==> src/rtl/sync_fifo_pkg.sv <==
// Shared helpers for the extended synchronous FIFO.
//   cnt_width : width of an occupancy counter able to hold 0..depth
//   ptr_next  : pointer increment with explicit wrap at depth-1,
//               so non-power-of-two depths work without rollover tricks
package sync_fifo_pkg;

  function automatic int cnt_width(input int depth);
    return $clog2(depth + 1);
  endfunction

  function automatic int unsigned ptr_next(input int unsigned ptr,
                                           input int unsigned depth);
    return (ptr == depth - 1) ? 0 : ptr + 1;
  endfunction

endpackage

==> src/rtl/sync_fifo_mem.sv <==
// Storage array for sync_fifo_ext.
//   clk    : write clock
//   we     : write enable, wdata stored at waddr on rising edge
//   waddr  : write address
//   wdata  : write data
//   raddr  : read address
//   rdata  : asynchronous read data (mem[raddr])
// The array has no reset; contents survive reset and flush.
module sync_fifo_mem #(
  parameter int DEPTH  = 8,
  parameter int DWIDTH = 16,
  parameter int AW     = $clog2(DEPTH)
) (
  input  logic              clk,
  input  logic              we,
  input  logic [AW-1:0]     waddr,
  input  logic [DWIDTH-1:0] wdata,
  input  logic [AW-1:0]     raddr,
  output logic [DWIDTH-1:0] rdata
);

  logic [DWIDTH-1:0] mem [DEPTH];

  always_ff @(posedge clk) begin
    if (we) mem[waddr] <= wdata;
  end

  assign rdata = mem[raddr];

endmodule

==> src/rtl/sync_fifo_ext.sv <==
// Single-clock FIFO with occupancy count, programmable almost flags,
// sticky overflow/underflow, synchronous flush and optional
// first-word-fall-through output.
//   clk          : clock
//   reset        : asynchronous active-high reset
//   flush        : synchronous clear of pointers, count, error flags
//   wr_en, din   : write request and data
//   rd_en        : read request (standard) / pop request (FWFT)
//   dout         : read data (registered in standard mode, head word in FWFT)
//   empty, full  : count == 0 / count == DEPTH
//   almost_full  : count >= AF_LEVEL
//   almost_empty : count <= AE_LEVEL
//   count        : occupancy 0..DEPTH
//   overflow     : sticky, a write was dropped
//   underflow    : sticky, a read was rejected
module sync_fifo_ext
  import sync_fifo_pkg::*;
#(
  parameter int DEPTH    = 8,
  parameter int DWIDTH   = 16,
  parameter int AF_LEVEL = DEPTH - 1,
  parameter int AE_LEVEL = 1,
  parameter int FWFT     = 0
) (
  input  logic                        clk,
  input  logic                        reset,
  input  logic                        flush,
  input  logic                        wr_en,
  input  logic [DWIDTH-1:0]           din,
  input  logic                        rd_en,
  output logic [DWIDTH-1:0]           dout,
  output logic                        empty,
  output logic                        full,
  output logic                        almost_full,
  output logic                        almost_empty,
  output logic [cnt_width(DEPTH)-1:0] count,
  output logic                        overflow,
  output logic                        underflow
);

  localparam int CW = cnt_width(DEPTH);
  localparam int PW = $clog2(DEPTH);
  localparam logic [CW-1:0] DEPTH_C = CW'(DEPTH);
  localparam logic [CW-1:0] AF_C    = CW'(AF_LEVEL);
  localparam logic [CW-1:0] AE_C    = CW'(AE_LEVEL);

  logic [PW-1:0]     wptr, rptr;
  logic [DWIDTH-1:0] rdata, dout_r;
  logic              wr_acc, rd_acc;

  // Flags come only from the count register, never from the request inputs.
  assign empty        = (count == '0);
  assign full         = (count == DEPTH_C);
  assign almost_full  = (count >= AF_C);
  assign almost_empty = (count <= AE_C);

  // A read frees a slot in the same edge, so a full FIFO still accepts a
  // write when a read is accepted alongside it.
  assign rd_acc = rd_en & ~empty & ~flush;
  assign wr_acc = wr_en & (~full | rd_acc) & ~flush;

  sync_fifo_mem #(
    .DEPTH (DEPTH),
    .DWIDTH(DWIDTH),
    .AW    (PW)
  ) u_mem (
    .clk  (clk),
    .we   (wr_acc),
    .waddr(wptr),
    .wdata(din),
    .raddr(rptr),
    .rdata(rdata)
  );

  always_ff @(posedge clk or posedge reset) begin
    if (reset) begin
      wptr      <= '0;
      rptr      <= '0;
      count     <= '0;
      dout_r    <= '0;
      overflow  <= 1'b0;
      underflow <= 1'b0;
    end else if (flush) begin
      wptr      <= '0;
      rptr      <= '0;
      count     <= '0;
      dout_r    <= '0;
      overflow  <= 1'b0;
      underflow <= 1'b0;
    end else begin
      if (wr_acc) wptr <= PW'(ptr_next(32'(wptr), DEPTH));
      if (rd_acc) begin
        rptr   <= PW'(ptr_next(32'(rptr), DEPTH));
        dout_r <= rdata;
      end
      case ({wr_acc, rd_acc})
        2'b10:   count <= count + CW'(1);
        2'b01:   count <= count - CW'(1);
        default: count <= count;
      endcase
      if (wr_en && !wr_acc) overflow  <= 1'b1;
      if (rd_en && empty)   underflow <= 1'b1;
    end
  end

  // FWFT presents the head word directly; standard mode uses the register.
  assign dout = (FWFT != 0) ? rdata : dout_r;

endmodule

==> config.mk <==
export PLATFORM = sky130hd
export DESIGN_NAME = sync_fifo_ext
export DESIGN_NICKNAME = d
export VERILOG_FILES = /design/src/rtl/sync_fifo_pkg.sv /design/src/rtl/sync_fifo_mem.sv /design/src/rtl/sync_fifo_ext.sv
export SDC_FILE = /design/constraint.sdc
export NUM_CORES = 1
export LEC_CHECK = 0
export BUFFER_PORTS_ARGS = -buffer_cell sky130_fd_sc_hd__buf_2
export CAP_MARGIN = 10
export CORE_ASPECT_RATIO = 0.7
export CORE_UTILIZATION = 30
export CTS_CLUSTER_SIZE = 14
export DETAILED_ROUTE_END_ITERATION = 10
export GPL_TIMING_DRIVEN = 0
export PLACE_DENSITY = 0.58
export SLEW_MARGIN = 10
export SYNTH_ARGS = -nofsm -noshare
export SYNTH_HDL_FRONTEND = slang
export SYNTH_SLANG_ARGS = --single-unit
==> constraint.sdc <==
create_clock -name clk -period 6.6 [get_ports clk]
set_clock_uncertainty 0.2 [all_clocks]
set_input_delay 1.65 -clock clk [delete_from_list [all_inputs] [get_ports clk]]
set_output_delay 1.65 -clock clk [all_outputs]
set_load 0.02 [all_outputs]
==> reports/results.ini <==
[logic_synthesis]
netlist.area_leader.share_pct=60.72
syn_area_per_cell_um2=16.83
synth_fp_nets=404
synth_cells=376
synth_async_sr_flop_share_pct=17.95
synth_cell_types=42
synth_top_area_cell=edfxtp_1
yosysWarnings=0
ys_ff_latch=156
synth-main-ff-cell=edfxtp_1
synth-edff-count=128
syn_area_um2=6330
synth_area_leaders=edfxtp_1 (61%), dfrtp_1 (11%), mux2_2 (5.9%), mux4_2 (5.7%), o31ai_1 (2.1%)
synth.yosys.seq_area_share_pct=71.79

[routing]
drt-total-wl_um=13890
ant_nets=0
viasPerCell=4.785
drt_iter0_markers=353
first_pass_iters=4
drc=0
vias=3541
routedWlPerCell_um=18.77

[clock_tree]
postCtsSetupRepairBufs=0
clock-root-buffer=clkbuf_16
cts_sinks=156
clkTransAtPathRegs_ns=0.07
cts_resized=0
cts_hold_buf=0
cts_tree=built
clock_path_buffers=2
h-tree-depth=4
insertion_delay_ns=0.42
cts_made_buffers=17

[setup_path]
critPathCaptureType=output port
rr_endpoint=u_mem.mem[0][0]
start_kind=register
cp.arrival_ns=1.96
reg2regPathDepth=8
critPathRequiredTime_ns=4.75
crit_fanout=8
r2r-start=count[0]
crit_type=register to output port
rrSetupSlack_ns=3.52

[placement]
dp_hpwl_um=9554
gp_routability_congestion=0.7872
placed_area_um2=7076
dp.cells=708
dpl_worst_slack_ns=2.540
portBuffers=46

[timing]
drv_slew=0
worst_pin_slew_ns=0.7211
tns_ns=0
holdWs_ns=0.2715
finalSetupViolCount=0
maxSlewHeadroom_pct=51.86
fin_crit_ns=3.814
finalCritPeriodShare_pct=57.79
fmax_ghz=0.2622
rsz0062_at_grt=false
hold_viol_final=0
finalWorstSetupSlack_ns=2.786

[worst_hold_path]
hold_path.class=register to register
min_delay_path_depth=2
min-delay-start=dout[6]
hold-path-endpoint=dout[6]

[pwr]
ir_worst_vdd_mv=0.2294
cellPowerDensity_nw_per_um2=310.8
finalPower_mw=2.383
p_leak_nw=2.748

[global_route]
grt_max_degree=29
grt-ovfl-total=0
grt_usage_pct=13.80
grt_pass1_vias=3641
antenna_found_initial=0
grt_pass1_wl_um=21670

[floorplan]
fp.dieArea_um2=21690
initial_core_util_pct=30.58
fp.dieW_um=175.6
die_h_um=123.5
ios=47
core_area_um2=20700
core.rowCount=44

[flow_run]
cap_violations=0

[finish]
nNetsFinal=479
final_common_cell=edfxtp_1
design_area_um2=7666
final_cell_mix=edfxtp_1 (128), buf_2 (56), mux2_2 (33), dfrtp_1 (28), nand2_1 (22)
diodes=0
drive_above_1_share_pct=35.78
syn2layout_area_growth_pct=21.11
fin_util_pct=37.03
finalNonFillerCells=740

[status]
status=finished, final reports clean

-- metal layers --
layer  up-vias  GRT usage [%]  part of all wire (%)
met5         -              0                     0
met4         0          3.424                  0.81
met3        11          3.290                   5.7
met2        98          21.39                    46
met1      1815          19.50                    48
li1       1617              -                     -
-- how the worst max path moves through the flow --
stage / startpoint / endpoint / slack [ns]
2_1_floorplan: wr_en / u_mem.mem[0][0] / 2.52
3_3_place_gp: wr_en / u_mem.mem[0][13] / 1.08
3_5_place_dp: wr_en / u_mem.mem[0][13] / 2.54
4_1_cts: count[0] / empty / 2.77
5_1_grt: count[0] / empty / 2.68
6_report: count[0] / empty / 2.79
-- worst max-delay path, stage by stage (launching register included) --
cell	delay (ns)
dfrtp_1	0.47
inv_1	0.09
ha_1	0.24
or3b_1	0.38
buf_6	0.15
inv_1	0.06
buf_2	0.16
-- state kept, by name, summed over array words and instances, names as in the netlist --
| signal | flops |
|---|---|
| wptr | 3 |
| rptr | 3 |
| dout | 16 |
| underflow | 1 |
| u_mem.mem | 128 |
| count | 4 |
| overflow | 1 |
-- synth_stat cells (2+ instances only) --
cell type,n
o31ai_1,18
nand2b_1,5
a22o_1,2
ha_1,7
clkbuf_1,5
nor2_1,14
buf_2,10
nand2_1,22
edfxtp_1,128
a21oi_1,8
nor2b_1,18
dfrtp_1,28
or3b_2,2
mux4_2,16
inv_1,6
buf_4,2
mux2_2,33
o21ai_0,3
buf_6,3
o22ai_1,17
nor3_1,4
or3_1,4
nand3_1,2
-- power breakdown --
group          internal [mW]  switching (mW)
combinational          0.119           0.177
sequential              1.10          0.0195
clock                  0.564           0.407
-- cell type report --
cell class,instances,area [µm²]
fill,1944,13030
sequential,156,4544
multi-input combinational,194,1670
clock buffer,17,425.4
timing repair buffer,56,375.4
tap,276,345.3
clock inverter,15,165.2
buffer,20,117.6
inverter,6,22.52
-- cell families after synthesis --
group	Yosys count	synth area share (%)
adders and majority gates	7	1.384
and+or+nand+nor	80	6.682
muxes	50	11.72
xor gates and xnor gates	1	0.1384
DFF	156	71.79
buffers and inverters	26	2.214
AOI/OAI and AO/OA	56	6.069
Power figures use the tool's default switching activity.
